<file path="src/rtl/bf16_adder_arbiter.sv">
// Round-robin front end that time-shares a single bfloat16 adder among NUM_REQ
// requesters, returning each sum tagged with its owner and guarding with a watchdog.
module bf16_adder_arbiter #(
    parameter int NUM_REQ = 4,
    parameter int ID_W    = 2,
    parameter int TIMEOUT = 1023
) (
    input  logic                   clk,
    input  logic                   rst,
    input  logic [NUM_REQ-1:0]     req_valid,
    input  logic [16*NUM_REQ-1:0]  req_a,
    input  logic [16*NUM_REQ-1:0]  req_b,
    output logic [NUM_REQ-1:0]     req_ready,
    output logic                   rsp_valid,
    output logic [15:0]            rsp_data,
    output logic [ID_W-1:0]        rsp_id,
    input  logic                   rsp_ready,
    output logic [15:0]            add_a,
    output logic [15:0]            add_b,
    output logic                   add_a_stb,
    output logic                   add_b_stb,
    input  logic [15:0]            add_z,
    input  logic                   add_z_stb,
    output logic                   busy,
    output logic                   err
);

    localparam int CNT_W = $clog2(TIMEOUT + 1);

    typedef enum logic [1:0] {IDLE, ISSUE, WAIT, RESP} state_t;

    state_t          state_q;
    logic [ID_W-1:0] last_q;
    logic [ID_W-1:0] tag_q;
    logic [CNT_W-1:0] cnt_q;
    logic [CNT_W-1:0] cnt_d;
    logic [15:0]     add_a_q;
    logic [15:0]     add_b_q;
    logic            stb_q;
    logic            rsp_valid_q;
    logic [15:0]     rsp_data_q;
    logic [ID_W-1:0] rsp_id_q;
    logic            err_q;

    logic            gnt_any;
    logic            hi_any;
    logic [ID_W-1:0] hi_idx;
    logic [ID_W-1:0] lo_idx;
    logic [ID_W-1:0] gnt_idx;
    logic [15:0]     sel_a;
    logic [15:0]     sel_b;

    // Lowest requester above the last grant wins; otherwise wrap to the lowest overall.
    always_comb begin
        gnt_any = 1'b0;
        hi_any  = 1'b0;
        hi_idx  = '0;
        lo_idx  = '0;
        for (int i = NUM_REQ - 1; i >= 0; i--) begin
            if (req_valid[i]) begin
                gnt_any = 1'b1;
                lo_idx  = ID_W'(i);
                if (i > int'(last_q)) begin
                    hi_any = 1'b1;
                    hi_idx = ID_W'(i);
                end
            end
        end
        gnt_idx = hi_any ? hi_idx : lo_idx;
    end

    always_comb begin
        sel_a = '0;
        sel_b = '0;
        for (int i = 0; i < NUM_REQ; i++) begin
            if (ID_W'(i) == gnt_idx) begin
                sel_a = req_a[16*i +: 16];
                sel_b = req_b[16*i +: 16];
            end
        end
    end

    for (genvar gi = 0; gi < NUM_REQ; gi++) begin : g_ready
        assign req_ready[gi] = (state_q == IDLE) && gnt_any && (gnt_idx == ID_W'(gi));
    end

    assign cnt_d = cnt_q + CNT_W'(1);

    always_ff @(posedge clk or posedge rst) begin
        if (rst) begin
            state_q     <= IDLE;
            last_q      <= ID_W'(NUM_REQ - 1);
            tag_q       <= '0;
            cnt_q       <= '0;
            add_a_q     <= '0;
            add_b_q     <= '0;
            stb_q       <= 1'b0;
            rsp_valid_q <= 1'b0;
            rsp_data_q  <= '0;
            rsp_id_q    <= '0;
            err_q       <= 1'b0;
        end else begin
            case (state_q)
                IDLE: begin
                    if (gnt_any) begin
                        add_a_q <= sel_a;
                        add_b_q <= sel_b;
                        tag_q   <= gnt_idx;
                        last_q  <= gnt_idx;
                        state_q <= ISSUE;
                    end
                end
                ISSUE: begin
                    stb_q   <= 1'b1;
                    cnt_q   <= '0;
                    state_q <= WAIT;
                end
                WAIT: begin
                    // Strobes drop on the result edge so the adder never re-takes stale operands.
                    if (add_z_stb) begin
                        rsp_data_q  <= add_z;
                        rsp_id_q    <= tag_q;
                        rsp_valid_q <= 1'b1;
                        stb_q       <= 1'b0;
                        state_q     <= RESP;
                    end else if (cnt_d == CNT_W'(TIMEOUT)) begin
                        err_q   <= 1'b1;
                        stb_q   <= 1'b0;
                        state_q <= IDLE;
                    end else begin
                        cnt_q <= cnt_d;
                    end
                end
                RESP: begin
                    if (rsp_ready) begin
                        rsp_valid_q <= 1'b0;
                        state_q     <= IDLE;
                    end
                end
                default: state_q <= IDLE;
            endcase
        end
    end

    assign add_a     = add_a_q;
    assign add_b     = add_b_q;
    assign add_a_stb = stb_q;
    assign add_b_stb = stb_q;
    assign rsp_valid = rsp_valid_q;
    assign rsp_data  = rsp_data_q;
    assign rsp_id    = rsp_id_q;
    assign busy      = (state_q != IDLE);
    assign err       = err_q;

endmodule

</file>
<file path="config.mk">
export PLATFORM = sky130hd
export DESIGN_NAME = bf16_adder_arbiter
export DESIGN_NICKNAME = d
export VERILOG_FILES = /design/src/rtl/bf16_adder_arbiter.sv
export SDC_FILE = /design/constraint.sdc
export NUM_CORES = 1
export LEC_CHECK = 0
export BUFFER_PORTS_ARGS = -buffer_cell sky130_fd_sc_hd__clkbuf_2
export CAP_MARGIN = 20
export CORE_MARGIN = 5
export CORE_UTILIZATION = 35
export CTS_BUF_LIST = sky130_fd_sc_hd__clkbuf_4 sky130_fd_sc_hd__clkbuf_8
export DETAILED_ROUTE_END_ITERATION = 16
export HOLD_SLACK_MARGIN = 0.08
export PLACE_DENSITY = 0.72
export SYNTH_ARGS = -nofsm -noshare
export SYNTH_HDL_FRONTEND = slang
export SYNTH_SLANG_ARGS = --single-unit
</file>
<file path="constraint.sdc">
create_clock -name clk -period 2.6 [get_ports clk]
set_clock_uncertainty 0.05 [all_clocks]
set_input_delay 0.65 -clock clk [delete_from_list [all_inputs] [get_ports clk]]
set_output_delay 0.65 -clock clk [all_outputs]
set_load 0.02 [all_outputs]
</file>
==> impl_metrics.yaml, run 1 <==
floorplan:
  core_area_sq_um: 11400
  ios: 211
  die_w_microns: 118
  die_h_microns: 118
  start_util_pct: 35.6
  rows: 39
  dieArea_sq_um: 13800
sta:
  fmax_mhz: 383
  slew_viol_final: 0
  setup_violations: 2
  hold_violations: 0
  relSlewSlack_pct: 56.7
  worst_pin_slew_ps: 647
  fin_ws_ps: -8.76
  fin_crit_sh_pct: 100
  fin_crit_ps: 2610
  rsz0062_at_grt: "yes"
worst_setup_path:
  rr_endpoint: "cnt_q[4]"
  startpoint_type: "flop"
  worstPathArrival_ps: 1910
  crit_fanout: 5
  timing.rr.start: "cnt_q[0]"
  rr_worst_depth: 7
  crit_type: "flop to output port"
  regToRegSetupSlack_ps: 120
  end_kind: "output port"
  crit_required_ps: 1900
yosys:
  synth_top_area_share_pct: 41.4
  ys_async_sr_fraction_pct: 100
  yosys-top-cells-area: "dfrtp_1, mux2_2, mux2i_1"
  synth_area_per_cell_sq_um: 10.2
  syn_inst: 395
  synth-edff-count: 0
  syn_nets: 549
  synth_largest_area_cell: "dfrtp_1"
  ys_top_cells_by_count: "dfrtp_1, mux2_2, nand2_1"
  ys_seq_elements: 69
  ys_types: 47
  ys_seq_area_share_pct: 42.7
  yosysWarningCount: 0
  synthesis.area_sq_um: 4050
  synth.most_common_cell: "dfrtp_1"
  synth_flop_cell: "dfrtp_1"
place:
  place_inst: 752
  port_buffers: 210
  hpwl_microns: 9870
  place_area_sq_um: 5420
  gp_congestion: 0.871
pwr:
  intPower_uw: 3640
  cellPowerDensity_nw_per_um2: 1110
  p_comb_share_pct: 55.1
  switching_share_pct: 42.8
  p_leak_uw: 0.00295
  p_sw_uw: 2720
  peakVddDrop_v: 0.000527
  clkPwrFrac_pct: 15.2
  pwr-share-seq_pct: 29.7
global_routing:
  track_usage_pct: 18.1
  antenna_found_initial: 0
  grt_overflow: 0
  grt_pass1_wl_microns: 20900
  grt_pass1_vias: 4242
  grt_max_degree: 45
cts:
  cts_tree: "built"
  clkLatencyLatePin_ps: 350
  cts_buffer_depth: 2
  htreeDepth: 3
  clockRootBuffer: "clkbuf_8"
  clkSinkCount: 69
  cts_inserted_buffers: 9
  clkTransAtPathRegs_ps: 80
layout:
  fin_nets: 783
  final_cell_count_no_fill: 776
  final_layout_size_suffix_gt1_share_pct: 52.6
  antennaDiodeCount: 0
  area_growth_pct: 41.9
  final_area_sq_um: 5740
route:
  drtIter0Drc: 205
  detail_route.wl_per_cell_microns: 16.2
  routed_wl_microns: 12500
  vias: 3934
  routed_via_density: 5.07
  drc: 0
  ant_nets: 0
  drt-pass1-iter-count: 4
hold_path:
  hold_class: "input port to async pin"
outcome:
  violations: "negative setup slack"
  status: "complete, but fails checks"
flow_run:
  maxCapViolCount: 0
## placed cells by master (no fill, tap or decap), drive strengths merged, types with 9 or more instances in the layout
| master | count |
|---|---|
| clkbuf | 215 |
| dfrtp | 67 |
| mux2 | 51 |
| nand2 | 49 |
| o21ai | 49 |
| mux2i | 45 |
| buf | 41 |
| nor2 | 14 |
| a221oi | 10 |
| a21oi | 9 |
## state kept, by name (all words and copies together) (netlist names)
name       flops
err            1
cnt_q         10
rsp_id         2
last_q         2
add_b         16
rsp_data      16
add_a         16
tag_q          2
rsp_valid      1
state_q        2
add_a_stb      1
## power by group through the flow
stage	Clock [uW]	Combinational, uW	Sequential [uW]
2_1_floorplan	0	1810	2330
3_3_place_gp	0	3300	1900
3_5_place_dp	0	3380	1930
4_1_cts	1000	3510	1890
5_1_grt	1050	3840	1950
6_report	969	3510	1890
## repair_timing
action,CTS,global route
cloned,0,0
endpoints found under the hold margin,0,0
setup endpoints to repair,4,9
resized for setup,8,8
hold buffers,0,0
buffers inserted,7,2
pin swaps,6,5
## per-stage QoR
step                      TNS (ps)  power (uW)  util [%]  hold WS [ps]  worst slack (ps)
after floorplan              -5.71        4140         -           392             -5.71
after global placement       -7.41        5200      47.6           413             -7.41
after detailed placement      -299        5310      47.6           414             -70.2
after CTS                    -30.8        6400      50.2           299             -17.5
after global routing          -400        6840      50.5           326              -170
final                        -10.2        6360      50.5           295             -8.76
## area by class of cell
class | instances | area, sq um
Tap cell | 143 | 179
Fill cell | 1012 | 5630
Timing Repair Buffer | 247 | 1360
Inverter | 6 | 22.5
Multi-Input combinational cell | 296 | 2240
Clock buffer | 9 | 124
Sequential cell | 69 | 1730
Clock inverter | 6 | 88.8
## critical path, cell delays in order, from the launching register on
cell	delay, ps
dfstp_2	400
nand2b_4	140
a22o_4	230
a221oi_4	400
buf_4	180
nor4_2	40
buf_4	170
## worst max path at each step
| stage | startpoint | end | slack [ps] | depth (start not counted) |
|---|---|---|---|---|
| detailed placement | req_valid[3] | add_b[1] | -70 | 8 |
| finish | last_q[0] | req_ready[0] | -9 | 6 |
| floorplan | req_valid[3] | req_ready[2] | -6 | 8 |
| global route | last_q[0] | req_ready[3] | -170 | 6 |
| CTS | last_q[0] | req_ready[3] | -20 | 6 |
| global placement | req_valid[3] | req_ready[1] | -7 | 7 |
## layer usage
layer	GRT usage, %	part of all wire, %
met5	0	0
met4	6.67	2.6
met3	5.09	6.6
met2	30.1	50
met1	22.3	41
## logic make-up after synthesis
group	Yosys count	share of synthesized area (%)
AO/OA/AOI/OAI	96	15.3
XOR/XNOR	1	0.217
adder cells (fa/ha/maj)	2	0.619
buffers and inverters	30	3.59
flip-flops	69	42.7
multiplexers	96	25.3
AND/OR/NAND/NOR	101	12.2
Note: power is estimated with default switching activity, not from simulation.
==> run 2, diff against run 1 <==
Settings changed: CORE_UTILIZATION 35 to 43, PLACE_DENSITY 0.72 to 0.85, SLEW_MARGIN from default to 25.
==> run 2 against run 1 <==
Against the previous run: the run still ends with negative setup slack left; critical endpoint is now req_ready[3]; cell count fell by 3.5%; clock power decreased by 12%; worst hold slack improved by 6.3 ps; largest power group unchanged; non-clock buffer count grew 4.
==> impl_metrics.yaml, run 2 (synthesis results as in run 1) <==
floorplan:
  die_w_microns: 107
  start_util_pct: 44.0
  dieArea_sq_um: 11400
  ios: 211
  rows: 35
  die_h_microns: 107
  core_area_sq_um: 9200
worst_setup_path:
  max_stage_delay_ps: 420
  crit_type: "flop to output port"
  critPathSlowestCell: "a221oi_4"
  worstPathArrival_ps: 1920
  rr_endpoint: "cnt_q[4]"
  crit_fanout: 5
  end_kind: "output port"
  startpoint_type: "flop"
  rr_worst_depth: 7
  regToRegSetupSlack_ps: 120
  crit_required_ps: 1900
  timing.rr.start: "cnt_q[0]"
  crit_chain: "nand2b_4, a22o_1, a221oi_4, nand2_1, nor2_1, buf_4"
cts:
  cts_inserted_buffers: 9
  htreeDepth: 3
  clkSinkCount: 69
  clockRootBuffer: "clkbuf_8"
  postCtsHoldBufs: 0
  clkTransAtPathRegs_ps: 100
  cts_buffer_depth: 2
  cts_tree: "built"
  clkLatencyLatePin_ps: 350
layout:
  final_core_util_pct: 63.0
  layout.cells.most_common_list: "clkbuf_2, dfrtp_1, mux2_2"
  final_layout_size_suffix_gt1_share_pct: 53.6
  area_growth_pct: 43.1
  fin_nets: 787
  final_cell_count_no_fill: 749
  antennaDiodeCount: 0
  final_common_cell: "clkbuf_2"
global_routing:
  grt_max_degree: 70
  grt_overflow: 0
  grt_pass1_vias: 4364
  track_usage_pct: 22.3
  grt_pass1_wl_microns: 20400
  antenna_found_initial: 0
place:
  port_buffers: 210
  hpwl_microns: 9940
  gp_congestion: 0.895
  place_inst: 715
route:
  detail_route.wl_per_cell_microns: 17.2
  vias: 4049
  ant_nets: 0
  routed_via_density: 5.41
  routed_wl_microns: 12900
  drc: 0
  drt-pass1-iter-count: 5
  drtIter0Drc: 160
sta:
  relSlewSlack_pct: 60.3
  fin_crit_ps: 2620
  fin_crit_sh_pct: 101
  rsz0062_at_grt: "yes"
  fin_hold_ws_ps: 302
  hold_violations: 0
  slew_viol_final: 0
  fmax_mhz: 382
  setup_violations: 2
  worst_pin_slew_ps: 593
  fin_ws_ps: -17.4
hold_path:
  hold_class: "input port to async pin"
pwr:
  peakVddDrop_v: 0.000489
  total_power_uw: 6390
  cellPowerDensity_nw_per_um2: 1100
  p_leak_uw: 0.00299
flow_run:
  maxCapViolCount: 0
outcome:
  status: "complete, but fails checks"
  violations: "negative setup slack"
## run 2: cell types whose count changed in the layout (fill, tap and decap cells not counted), sizes merged
cell / change
bufinv: -2
buf: +3
clkinvlp: -1
inv: +4
bufbuf: +1
## run 2: through the flow
step / setup slack [ps] / instance area (sq um) / setup TNS [ps]
3_5_place_dp: -84.5 / 5380 / -391
2_1_floorplan: -5.71 / 4080 / -5.71
4_1_cts: -91.0 / 5660 / -217
6_report: -17.4 / 5790 / -21.0
3_3_place_gp: 8.75 / 5380 / 0
5_1_grt: -112 / 5790 / -280
## run 2: cell type report
class | count | area (sq um)
Inverter | 6 | 22.5
Timing Repair Buffer | 251 | 1460
Fill cell | 733 | 3410
Multi-Input combinational cell | 296 | 2250
Tap cell | 111 | 139
Sequential cell | 69 | 1730
Clock buffer | 9 | 124
Clock inverter | 7 | 65.1
## run 2: worst max path at each step
stage	startpoint	to
2_1_floorplan	req_valid[3]	req_ready[2]
4_1_cts	last_q[0]	req_ready[3]
6_report	last_q[0]	req_ready[3]
3_3_place_gp	req_valid[3]	add_b[1]
5_1_grt	last_q[0]	req_ready[3]
3_5_place_dp	req_valid[3]	add_b[1]
## run 2: critical path, delay by kind of cell, from the launching register on
| family | cells | cell delay [ps] |
|---|---|---|
| buf+inv | 1 | 160 |
| simple gates | 3 | 400 |
| compound gates | 2 | 630 |
| flops | 1 | 400 |
## run 2: repair_timing
item / in CTS / in global routing
pin swaps: 8 / 5
buffers inserted: 4 / 13
endpoints found under the setup margin: 4 / 8
gates cloned: 1 / 0
gates resized for setup: 10 / 11
## run 2: report_power, final
part / internal [uW] / leakage (uW) / switching, uW
clock: 370 / 0.0000943 / 485
combinational: 1630 / 0.00205 / 2000
sequential: 1580 / 0.000845 / 330
## run 2: routing by layer
| metal | vias to the layer above | global-route usage, % | share of wire [%] |
|---|---|---|---|
| met5 | - | 0 | 0 |
| met4 | 0 | 9.41 | 2.3 |
| met3 | 27 | 5.78 | 7.9 |
| met2 | 213 | 41.5 | 53 |
| met1 | 1896 | 23.8 | 37 |
| li1 | 1913 | - | - |
